==> config.mk <==
export PLATFORM = sky130hd
export DESIGN_NAME = mon_frame_fifo_rx_flat
export DESIGN_NICKNAME = d
export VERILOG_FILES = /design/src/rtl/mon_frame_fifo_rx_pkg.sv /design/src/rtl/mon_frame_fifo_rx_if.sv /design/src/rtl/mon_frame_fifo_rx_sync_fifo.sv /design/src/rtl/mon_frame_fifo_rx.sv /design/src/flat_wrapper.sv
export SDC_FILE = /design/constraint.sdc
export NUM_CORES = 1
export LEC_CHECK = 0
export CELL_PAD_IN_SITES_DETAIL_PLACEMENT = 0
export CELL_PAD_IN_SITES_GLOBAL_PLACEMENT = 2
export CORE_UTILIZATION = 50
export CTS_BUF_LIST = sky130_fd_sc_hd__clkbuf_2
export CTS_CLUSTER_DIAMETER = 30
export DETAILED_ROUTE_END_ITERATION = 7
export GPL_ROUTABILITY_DRIVEN = 0
export PLACE_DENSITY_LB_ADDON = 0.1
export SYNTH_ARGS = -nofsm -noshare
export SYNTH_HDL_FRONTEND = slang
export SYNTH_SLANG_ARGS = --single-unit
==> constraint.sdc <==
create_clock -name mon_clk -period 5.1 [get_ports mon_clk]
set_clock_uncertainty 0.1 [all_clocks]
set_input_delay 1.275 -clock mon_clk [delete_from_list [all_inputs] [get_ports mon_clk]]
set_output_delay 1.275 -clock mon_clk [all_outputs]
set_load 0.03 [all_outputs]
==> src/rtl/mon_frame_fifo_rx_pkg.sv <==
// Shared types and default sizes for the NeXT ASIC monitor-link receive path.
package nextasic_pkg;

  localparam int MON_FRAME_WIDTH = 40;
  localparam int MON_FIFO_DEPTH  = 4;

  typedef enum logic [1:0] {
    RX_IDLE,
    RX_DATA,
    RX_STOP
  } rx_state_e;

  function automatic logic [7:0] sat_inc8(input logic [7:0] v);
    return (v == 8'hFF) ? v : v + 8'd1;
  endfunction

endpackage

==> src/rtl/mon_frame_fifo_rx_if.sv <==
// Valid/ready frame handshake between the monitor receiver and its consumer.
interface mon_frame_if #(
  parameter int WIDTH = nextasic_pkg::MON_FRAME_WIDTH
);

  logic [WIDTH-1:0] frame_data;
  logic             frame_valid;
  logic             frame_ready;

  modport master (
    output frame_data,
    output frame_valid,
    input  frame_ready
  );

  modport slave (
    input  frame_data,
    input  frame_valid,
    output frame_ready
  );

endinterface

==> src/rtl/mon_frame_fifo_rx_sync_fifo.sv <==
// Show-ahead synchronous FIFO; head entry is visible on dout whenever non-empty.
module mon_sync_fifo import nextasic_pkg::*; #(
  parameter int WIDTH = MON_FRAME_WIDTH,
  parameter int DEPTH = MON_FIFO_DEPTH
) (
  input  logic                     mon_clk,
  input  logic                     mon_rst_n,
  input  logic                     push,
  input  logic                     pop,
  input  logic [WIDTH-1:0]         din,
  output logic [WIDTH-1:0]         dout,
  output logic                     full,
  output logic                     empty,
  output logic [$clog2(DEPTH):0]   level
);

  localparam int             AW       = $clog2(DEPTH);
  localparam logic [AW:0]    LVL_FULL = (AW+1)'(DEPTH);

  logic [WIDTH-1:0] mem [DEPTH];
  logic [AW:0]      wr_ptr;
  logic [AW:0]      rd_ptr;
  logic             push_en;
  logic             pop_en;

  // Pointers carry one extra wrap bit so full and empty stay distinguishable.
  assign level   = wr_ptr - rd_ptr;
  assign empty   = (level == '0);
  assign full    = (level == LVL_FULL);
  assign pop_en  = pop && !empty;
  assign push_en = push && (!full || pop_en);
  assign dout    = empty ? '0 : mem[rd_ptr[AW-1:0]];

  always_ff @(posedge mon_clk or negedge mon_rst_n) begin
    if (!mon_rst_n) begin
      wr_ptr <= '0;
      rd_ptr <= '0;
    end else begin
      if (push_en) wr_ptr <= wr_ptr + 1'b1;
      if (pop_en)  rd_ptr <= rd_ptr + 1'b1;
    end
  end

  always_ff @(posedge mon_clk) begin
    if (push_en) mem[wr_ptr[AW-1:0]] <= din;
  end

endmodule

==> src/rtl/mon_frame_fifo_rx.sv <==
// Monitor-link frame receiver: deserialises to_mon, checks the stop bit, buffers good frames.
//   state   | meaning
//   RX_IDLE | line idle, waiting for a start bit
//   RX_DATA | shifting in WIDTH payload bits, MSB first
//   RX_STOP | sampling stop bit; push, flag framing error or overflow
module mon_frame_fifo_rx import nextasic_pkg::*; #(
  parameter int   WIDTH      = MON_FRAME_WIDTH,
  parameter int   DEPTH      = MON_FIFO_DEPTH,
  parameter logic IDLE_LEVEL = 1'b1
) (
  input  logic                   mon_clk,
  input  logic                   mon_rst_n,
  input  logic                   to_mon,
  mon_frame_if.master            frame_if,
  output logic                   in_frame,
  output logic                   frame_err,
  output logic                   overflow,
  output logic [7:0]             drop_count,
  output logic [$clog2(DEPTH):0] fifo_level
);

  localparam int            CW       = $clog2(WIDTH);
  localparam logic [CW-1:0] LAST_BIT = CW'(WIDTH - 1);

  rx_state_e        state_q;
  rx_state_e        state_d;
  logic [CW-1:0]    bit_cnt_q;
  logic [WIDTH-1:0] shift_q;
  logic             fifo_full;
  logic             fifo_empty;
  logic             pop;
  logic             push_ok;
  logic             stop_ok;
  logic             push;
  logic             err_d;
  logic             ovf_d;

  assign frame_if.frame_valid = !fifo_empty;
  assign pop     = frame_if.frame_valid && frame_if.frame_ready;
  // A pop on the stop edge frees a slot, so a full FIFO still accepts the frame.
  assign push_ok = !fifo_full || pop;
  assign stop_ok = (to_mon == IDLE_LEVEL);

  always_ff @(posedge mon_clk or negedge mon_rst_n) begin
    if (!mon_rst_n) state_q <= RX_IDLE;
    else            state_q <= state_d;
  end

  always_comb begin
    state_d = state_q;
    case (state_q)
      RX_IDLE: if (to_mon != IDLE_LEVEL) state_d = RX_DATA;
      RX_DATA: if (bit_cnt_q == LAST_BIT) state_d = RX_STOP;
      RX_STOP: state_d = RX_IDLE;
      default: state_d = RX_IDLE;
    endcase
  end

  always_comb begin
    in_frame = 1'b0;
    push     = 1'b0;
    err_d    = 1'b0;
    ovf_d    = 1'b0;
    case (state_q)
      RX_DATA: in_frame = 1'b1;
      RX_STOP: begin
        in_frame = 1'b1;
        push     = stop_ok && push_ok;
        err_d    = !stop_ok;
        ovf_d    = stop_ok && !push_ok;
      end
      default: ;
    endcase
  end

  always_ff @(posedge mon_clk or negedge mon_rst_n) begin
    if (!mon_rst_n) begin
      bit_cnt_q  <= '0;
      shift_q    <= '0;
      frame_err  <= 1'b0;
      overflow   <= 1'b0;
      drop_count <= '0;
    end else begin
      frame_err <= err_d;
      overflow  <= ovf_d;
      if (err_d || ovf_d) drop_count <= sat_inc8(drop_count);
      if (state_q == RX_IDLE) begin
        bit_cnt_q <= '0;
        shift_q   <= '0;
      end else if (state_q == RX_DATA) begin
        bit_cnt_q <= bit_cnt_q + 1'b1;
        shift_q   <= {shift_q[WIDTH-2:0], to_mon};
      end
    end
  end

  mon_sync_fifo #(
    .WIDTH (WIDTH),
    .DEPTH (DEPTH)
  ) u_fifo (
    .mon_clk   (mon_clk),
    .mon_rst_n (mon_rst_n),
    .push      (push),
    .pop       (pop),
    .din       (shift_q),
    .dout      (frame_if.frame_data),
    .full      (fifo_full),
    .empty     (fifo_empty),
    .level     (fifo_level)
  );

endmodule

==> src/flat_wrapper.sv <==
// flat-port wrapper written by rule: the top's interface ports become plain ports
module mon_frame_fifo_rx_flat import nextasic_pkg::*;
#(
  parameter int   WIDTH      = MON_FRAME_WIDTH,
  parameter int   DEPTH      = MON_FIFO_DEPTH,
  parameter logic IDLE_LEVEL = 1'b1
)
  (mon_clk, mon_rst_n, to_mon, in_frame, frame_err, overflow, drop_count, fifo_level, frame_if_frame_data, frame_if_frame_valid, frame_if_frame_ready);
  mon_frame_if #(.WIDTH(WIDTH)) frame_if_i ();
  input  logic mon_clk;
  input  logic mon_rst_n;
  input  logic to_mon;
  output logic in_frame;
  output logic frame_err;
  output logic overflow;
  output logic [7:0] drop_count;
  output logic [$clog2(DEPTH):0] fifo_level;
  output wire logic [$bits(frame_if_i.frame_data)-1:0] frame_if_frame_data;
  output wire logic [$bits(frame_if_i.frame_valid)-1:0] frame_if_frame_valid;
  input wire logic [$bits(frame_if_i.frame_ready)-1:0] frame_if_frame_ready;
  assign frame_if_frame_data = frame_if_i.frame_data;
  assign frame_if_frame_valid = frame_if_i.frame_valid;
  assign frame_if_i.frame_ready = frame_if_frame_ready;
  mon_frame_fifo_rx #(.WIDTH(WIDTH), .DEPTH(DEPTH), .IDLE_LEVEL(IDLE_LEVEL)) u_core (.mon_clk(mon_clk), .mon_rst_n(mon_rst_n), .to_mon(to_mon), .frame_if(frame_if_i), .in_frame(in_frame), .frame_err(frame_err), .overflow(overflow), .drop_count(drop_count), .fifo_level(fifo_level));
endmodule
==> results of run 1 <==
## cell usage in the layout (no fill, tap or decap), drive strengths merged, types with 2 or more instances in the layout
cell / instances
edfxtp: 160
clkbuf: 88
dfrtp: 64
buf: 52
nor2: 48
and2: 44
mux2i: 41
mux4: 40
clkdlybuf4s50: 16
clkinv: 14
xor2: 11
ha: 11
nand2: 9
inv: 9
nand3: 4
xnor2: 4
o21ai: 4
nand4: 3
nor4: 3
or3: 2
a21oi: 2
mux2: 2
## how the worst max path moves through the flow
stage                                                    from                                 end  slack [ps]  cells past startpoint
after floorplan           u_core.u_fifo.wr_ptr[0]$_DFFE_PN0P_             frame_if_frame_data[38]        1470                      8
after global placement                   frame_if_frame_ready  u_core.u_fifo.mem[3][15]$_DFFE_PP_        1270                      5
after detailed placement                 frame_if_frame_ready  u_core.u_fifo.mem[3][15]$_DFFE_PP_        1200                      5
after CTS                 u_core.u_fifo.wr_ptr[0]$_DFFE_PN0P_             frame_if_frame_data[39]         410                      8
after global routing      u_core.u_fifo.wr_ptr[0]$_DFFE_PN0P_             frame_if_frame_data[39]         310                      8
final                     u_core.u_fifo.wr_ptr[0]$_DFFE_PN0P_             frame_if_frame_data[39]         530                      8
## metrics by stage
stage | power, W | hold slack (ps) | utilization, %
6_report | 0.006601 | 408.6 | 58.70
5_1_grt | 0.006956 | 416.6 | 58.70
4_1_cts | 0.006712 | 405.8 | 58.69
3_5_place_dp | 0.005500 | 391.4 | 55.62
3_3_place_gp | 0.005479 | 389.8 | 55.62
2_1_floorplan | 0.004582 | 347.0 | -
## registers in the layout, indices dropped and copies added, names as in the netlist
register	cells
u_core.bit_cnt_q	6
u_core.drop_count	8
u_core.frame_err	1
u_core.overflow	1
u_core.shift_q	40
u_core.state_q	2
u_core.u_fifo.mem	160
u_core.u_fifo.rd_ptr	3
u_core.u_fifo.wr_ptr	3
## routing by layer
layer	global-route usage (%)	vias up	wire length, um
li1	-	2101	-
met1	24.40	2333	7265
met3	4.698	21	633
met2	30.23	87	8047
met5	0	-	0
met4	7.099	0	223
## kinds of logic after synthesis
kind of cell / count (synthesis)
DFF: 224
and+or+nand+nor: 119
muxes: 83
buffers and inverters: 32
xor gates and xnor gates: 16
adders and majority gates: 12
AOI/OAI and AO/OA: 10
## where the power goes
group / leakage, nW / switching (W) / internal [W]
Sequential: 2.38 / 0.0000845 / 0.00211
Combinational: 1.26 / 0.00183 / 0.00139
Clock: 0.417 / 0.000681 / 0.000509
## cell type report
cell class | instances | area (um^2)
antenna | 1 | 2.502
clock buffer | 88 | 440.4
clock inverter | 17 | 93.84
fill | 1402 | 7193
inverter | 7 | 26.28
multi-input combinational | 240 | 2422
sequential | 224 | 6409
tap | 225 | 281.5
timing repair buffer | 68 | 548.0
==> out/qor.csv, run 1 <==
metric,value,unit
status,"finished, final reports clean",
Top delay family on crit path,adder cells,
Post-synth EDFFs,160,
"area leader, netlist",edfxtp_1,
post-synthesis compound-gate area fraction,0.8073,%
HP Class,reg2reg,
Core Region,17420,um^2
main combinational cell family by area after synthesis,multiplexers,
largest net degree at the start of global routing,44,
Post-DP HPWL,8.382,mm
CTS max path bufs,3,
slew margin rel.,33.88,%
vias in the first global route,4825,
layout cells sized above 1,35.87,%
worst hold path depth,1,
syn_area_per_cell,18.12,um^2
worst slew pin tran,991.8,ps
fin crit period,4568,ps
Reg2Reg Depth,7,
DRT iter0 DRCs,179,
"CTS clk-pin slew, worst paths",80,ps
Seq cells post-synth,224,
overall die width,136.1,um
hold path endpoint,u_core.u_fifo.wr_ptr[2]$_DFFE_PN0P_,
Cell variety after synth,38,
TritonCTS Buffers,56,
placed cells,764,
fin cells,870,
Routed WL,16.17,mm
Max VDD drop,502.7,uV
WS Path Type,reg2out,
cts hold-fix bufs,0,
Die ar.,18520,um^2
Nets,613,
gr ovfl total,0,
final setup fails,0,
post-synth top area share,53.45,%
global-route wire length before repair,25.70,mm
CTS tree,done,
launch point of the worst reg-to-reg path,u_core.u_fifo.wr_ptr[0]$_DFFE_PN0P_,
Synth warnings,0,
Critical Path Most Common Cell,buf_4,
FF-to-FF setup slack,1960,ps
crit-path max FO,43,
XOR/XNOR Fraction of Synth Area,1.740,%
min setup slack post-route,531.7,ps
"Cell Area, Synth",8989,um^2
worst stage delay on the critical path,380,ps
worst skew pair latency,790,ps
post-CTS setup buffers,0,
Post-Synth Adder-Cell Area,1.754,%
critical hold path startpoint,u_core.u_fifo.wr_ptr[2]$_DFFE_PN0P_,
worst path cell trace,inv_1 > ha_1 > fa_1 > xor3_2 > or3_1 > buf_4 > and2_2 > buf_4,
H-tree depth,2,
Synth area leaders,"edfxtp_1, dfrtp_1, mux4_2",
placed inst area,9687,um^2
crit start category,flip-flop,
CP arrival,3190,ps
DR vias,4542,
Gate Count Post-Synth,496,
syn_nets,512,
Vias/cell,5.221,
top achievable clock speed,218.9,MHz
Post-CTS Resized,0,
pwr/cell area,645.6,nW/um^2
port bufs,58,
WP buf/inv,3,
drt first pass iters,4,
Post-DRT Antenna Nets,0,
Simple-Gate Fraction of Synth Area,7.684,%
Slowest cell on crit path,dfrtp_1,
layout overhead on the synthesized area,13.74,%
root buffer cell,clkbuf_2,
LEAKAGE,4.059,nW
Max Slew Vio Count,0,
Final Hold Fails,0,
initial antenna violation count,1,
# rows,48,
post-route cell area,10220,um^2
Die Y,136.1,um
most common cell in the netlist,edfxtp_1,
period utilization,89.57,%
FF-to-FF End,u_core.u_fifo.mem[2][11]$_DFFE_PP_,
asr flop ratio synth,28.57,%
clock sink total,224,
pre-CTS setup slack,1204,ps
CP Capture Type,primary output,
register area share after synthesis,71.27,%
most common flop cell mapped by yosys,edfxtp_1,
total global routing track utilization,18.68,%
Initial Util,51.61,%
Avg WL per Cell,18.59,um
Synth top cells by count,"edfxtp_1, dfrtp_1, nor2_1, mux2i_1, mux4_2",
max-capacitance violation count,0,
RSZ-0062 raised after global routing,false,
DR DRC count,0,
Setup TNS,0,ps
mux contribution to synthesized area,14.88,%
CP Data Required Time,3720,ps
# IOs,59,
Note: power is estimated with default switching activity, not from simulation.
==> run 2: changes to the inputs <==
Settings changed: SYNTH_HIERARCHICAL set to 1.
Clock period 5.1 ns to 5.74 ns, I/O delays scaled along.
==> run 2 against run 1 <==
Net effect: first-iteration DRC count is 45% higher; register-to-register slack worse by 520 ps; final cell count is 1.3% higher; critical path type unchanged; routed wire length is 1.9% higher; design area is 1.9% higher; largest cell class unchanged.
==> out/qor.csv, run 2 <==
metric,value,unit,change
internal power,0.003632,W,-9.4%
Post-DRT Antenna Nets,0,,unchanged
total global routing track utilization,18.78,%,+0.10 points
worst slew pin tran,1079,ps,+87.14 ps
LEAKAGE,3.945,nW,-2.8%
Comb pwr share,49.1,%,+0.3 points
Seq pwr share,32.2,%,-1.0 points
clock sink total,224,,unchanged
DRT iter0 DRCs,260,,+45%
layout cells sized above 1,25.19,%,-11 points
root buffer cell,clkbuf_2,,
Largest register FFs,160,,unchanged
slew margin rel.,28.07,%,-5.8 points
global-route wire length before repair,25.98,mm,+1.1%
most common flop cell mapped by yosys,edfxtp_1,,
Nets,627,,+2.3%
Final Core Density,59.81,%,+1.1 points
top achievable clock speed,185.0,MHz,
Max Slew Vio Count,0,,unchanged
XOR/XNOR Fraction of Synth Area,1.519,%,-0.22 points
pwr/cell area,581.2,nW/um^2,-10%
max-capacitance violation count,0,,unchanged
CP Data Required Time,4200,ps,+480 ps
main combinational cell family by area after synthesis,multiplexers,,
Critical Path Most Common Cell,inv_1,,
Routed WL,16.47,mm,+1.9%
status,"finished, final reports clean",,
FF-to-FF setup slack,1440,ps,-520 ps
final setup fails,0,,unchanged
cts hold-fix bufs,0,,unchanged
pre-CTS setup slack,944.9,ps,-259.4 ps
CTS max path bufs,3,,unchanged
crit start category,flip-flop,,
Synth top cells by count,"edfxtp_1, dfrtp_1, nor2_1, mux2i_1",,
Core Region,17420,um^2,unchanged
placed cells,778,,+1.8%
Sw Ratio,40.01,%,+0.71 points
Seq cells post-synth,224,,unchanged
Synth warnings,6,,+6
crit-path max FO,17,,-60%
Synth area leaders,"edfxtp_1, dfrtp_1, mux4_2",,
CTS tree,done,,
# IOs,59,,unchanged
Post-CTS Resized,0,,unchanged
H-tree depth,2,,unchanged
DR vias,4628,,+1.9%
worst path cell trace,inv_1 > ha_1 > fa_1 > xnor3_1 > inv_1 > nor2_4 > buf_4 > nor2b_1 > clkdlybuf4s50_1,,
most frequent cells in the layout,"edfxtp_1, clkbuf_2, dfrtp_1",,
met3 WL,760,um,+20%
layout overhead on the synthesized area,16.04,%,
overall die width,136.0,um,about the same
number of fill cells in the layout,1358,,-3.1%
period utilization,94.18,%,
Initial Util,51.54,%,-0.072 points
drt first pass iters,4,,unchanged
CP arrival,3870,ps,+680 ps
worst skew pair latency,770,ps,-20 ps
TritonCTS Buffers,54,,-3.6%
fin cells,881,,+1.3%
# rows,48,,unchanged
Avg WL per Cell,18.69,um,+0.58%
post-synthesis compound-gate area fraction,1.255,%,+0.45 points
min setup slack post-route,334.3,ps,-197.4 ps
fin crit period,5406,ps,
Gate Count Post-Synth,508,,+2.4%
mux contribution to synthesized area,15.24,%,+0.36 points
most common cell in the netlist,edfxtp_1,,
Clk pwr share,18.8,%,+0.8 points
Reg2Reg Depth,12,,+5
port bufs,58,,unchanged
Final Hold Fails,0,,unchanged
NetSw,0.002422,W,-6.6%
Post-DP HPWL,8.914,mm,+6.3%
met2 WL,8.226,mm,+2.2%
Simple-Gate Fraction of Synth Area,7.053,%,-0.63 points
Slowest cell on crit path,clkdlybuf4s50_1,,
Post-synth EDFFs,160,,unchanged
DR DRC count,0,,unchanged
Die Y,136.0,um,about the same
top routing layer in use,met4,,
Max VDD drop,447.6,uV,-11%
RSZ-0062 raised after global routing,false,,
"Cell Area, Synth",8976,um^2,-0.14%
met1 WL,7.216,mm,-0.67%
"most common cell after layout, fill and taps aside",edfxtp_1,,
"area leader, netlist",edfxtp_1,,
Post-Synth Adder-Cell Area,1.896,%,+0.14 points
Setup TNS,0,ps,unchanged
register area share after synthesis,71.37,%,+0.099 points
gr ovfl total,0,,unchanged
Die ar.,18490,um^2,-0.14%
largest net degree at the start of global routing,49,,+11%
Vias/cell,5.253,,+0.62%
CP Capture Type,primary output,,
syn_nets,525,,+2.5%
syn_area_per_cell,17.67,um^2,-2.5%
worst stage delay on the critical path,590,ps,+210 ps
"CTS clk-pin slew, worst paths",100,ps,+20 ps
WS Path Type,reg2out,,
asr flop ratio synth,28.57,%,unchanged
initial antenna violation count,1,,unchanged
Cell variety after synth,41,,+7.9%
post-synth top area share,53.53,%,+0.075 points
HP Class,reg2reg,,
vias in the first global route,4886,,+1.3%
worst hold path depth,1,,unchanged
## run 2: cell count changes after synthesis, moves of 4 or more
cell,before,now
inv_1,7,11
buf_6,5,0
nor2b_1,1,40
buf_2,8,12
nor3_1,1,5
and2_1,11,3
and2_4,32,0
## run 2: power by group through the flow
stage / clock (W) / combinational (W) / sequential [W]
6_report: 0.00114 / 0.00297 / 0.00195
5_1_grt: 0.00126 / 0.00318 / 0.00196
4_1_cts: 0.00118 / 0.00297 / 0.00195
3_5_place_dp: 0 / 0.00296 / 0.00198
3_3_place_gp: 0 / 0.00295 / 0.00197
2_1_floorplan: 0 / 0.00189 / 0.00200
## run 2: area by class of cell
class | instances | area (um^2) | area share, %
timing repair buffer | 69 | 670.6 | 6.438
sequential | 224 | 6409 | 61.53
tap | 225 | 281.5 | 2.703
inverter | 11 | 41.29 | 0.3964
antenna | 1 | 2.502 | 0.02402
multi-input combinational | 250 | 2444 | 23.46
clock buffer | 87 | 435.4 | 4.180
clock inverter | 14 | 132.6 | 1.273
## run 2: critical path, delay by kind of cell (launching register included)
family,cells,cell delay (ps)
xor gates and xnor gates,1,300
adders and majority gates,2,640
buffers and inverters,4,1170
DFF,1,390
and+or+nand+nor,2,590
## run 2: timing repair
item | 4_1_cts | 5_1_grt
endpoints found under the hold margin | 0 | 0
buffers inserted | 0 | 0
setup endpoints to repair | 0 | 9
## run 2: routing by layer
layer	vias to the layer above	GRT usage, %
met5	-	0
met4	0	7.963
met3	21	3.766
met2	113	30.67
met1	2342	24.66
li1	2152	-
## run 2: worst paths after layout
check                                                         start                             endpoint
worst max-delay path            u_core/u_fifo/wr_ptr[0]$_DFFE_PN0P_              frame_if_frame_data[37]
worst min-delay path               u_core/drop_count[3]$_DFFE_PN0P_     u_core/drop_count[3]$_DFFE_PN0P_
worst max register to register  u_core/u_fifo/wr_ptr[0]$_DFFE_PN0P_    u_core/u_fifo/mem[1][5]$_DFFE_PP_
worst min register to register     u_core/drop_count[3]$_DFFE_PN0P_     u_core/drop_count[3]$_DFFE_PN0P_
max in group asynchronous                                 mon_rst_n  u_core/u_fifo/rd_ptr[0]$_DFFE_PN0P_
min in group asynchronous                                 mon_rst_n  u_core/u_fifo/wr_ptr[2]$_DFFE_PN0P_
## run 2: cell families (layout without fill, tap and decap cells)
kind of cell / count (synthesis) / after routing
flops: 224 / 224
compound gates: 15 / 15
xor+xnor: 14 / 14
mux: 85 / 85
buf+inv: 35 / 181
fa+ha+maj: 13 / 13
other cells: 0 / 1
simple gates: 122 / 123
## run 2: through the flow
| step | cell area (um^2) | hold WS [ps] | total power [W] |
|---|---|---|---|
| 2_1_floorplan | 8976 | 375.3 | 0.003891 |
| 3_3_place_gp | 9839 | 396.7 | 0.004924 |
| 3_5_place_dp | 9839 | 407.6 | 0.004946 |
| 4_1_cts | 10410 | 426.3 | 0.006101 |
| 5_1_grt | 10420 | 450.9 | 0.006402 |
| 6_report | 10420 | 424.9 | 0.006054 |
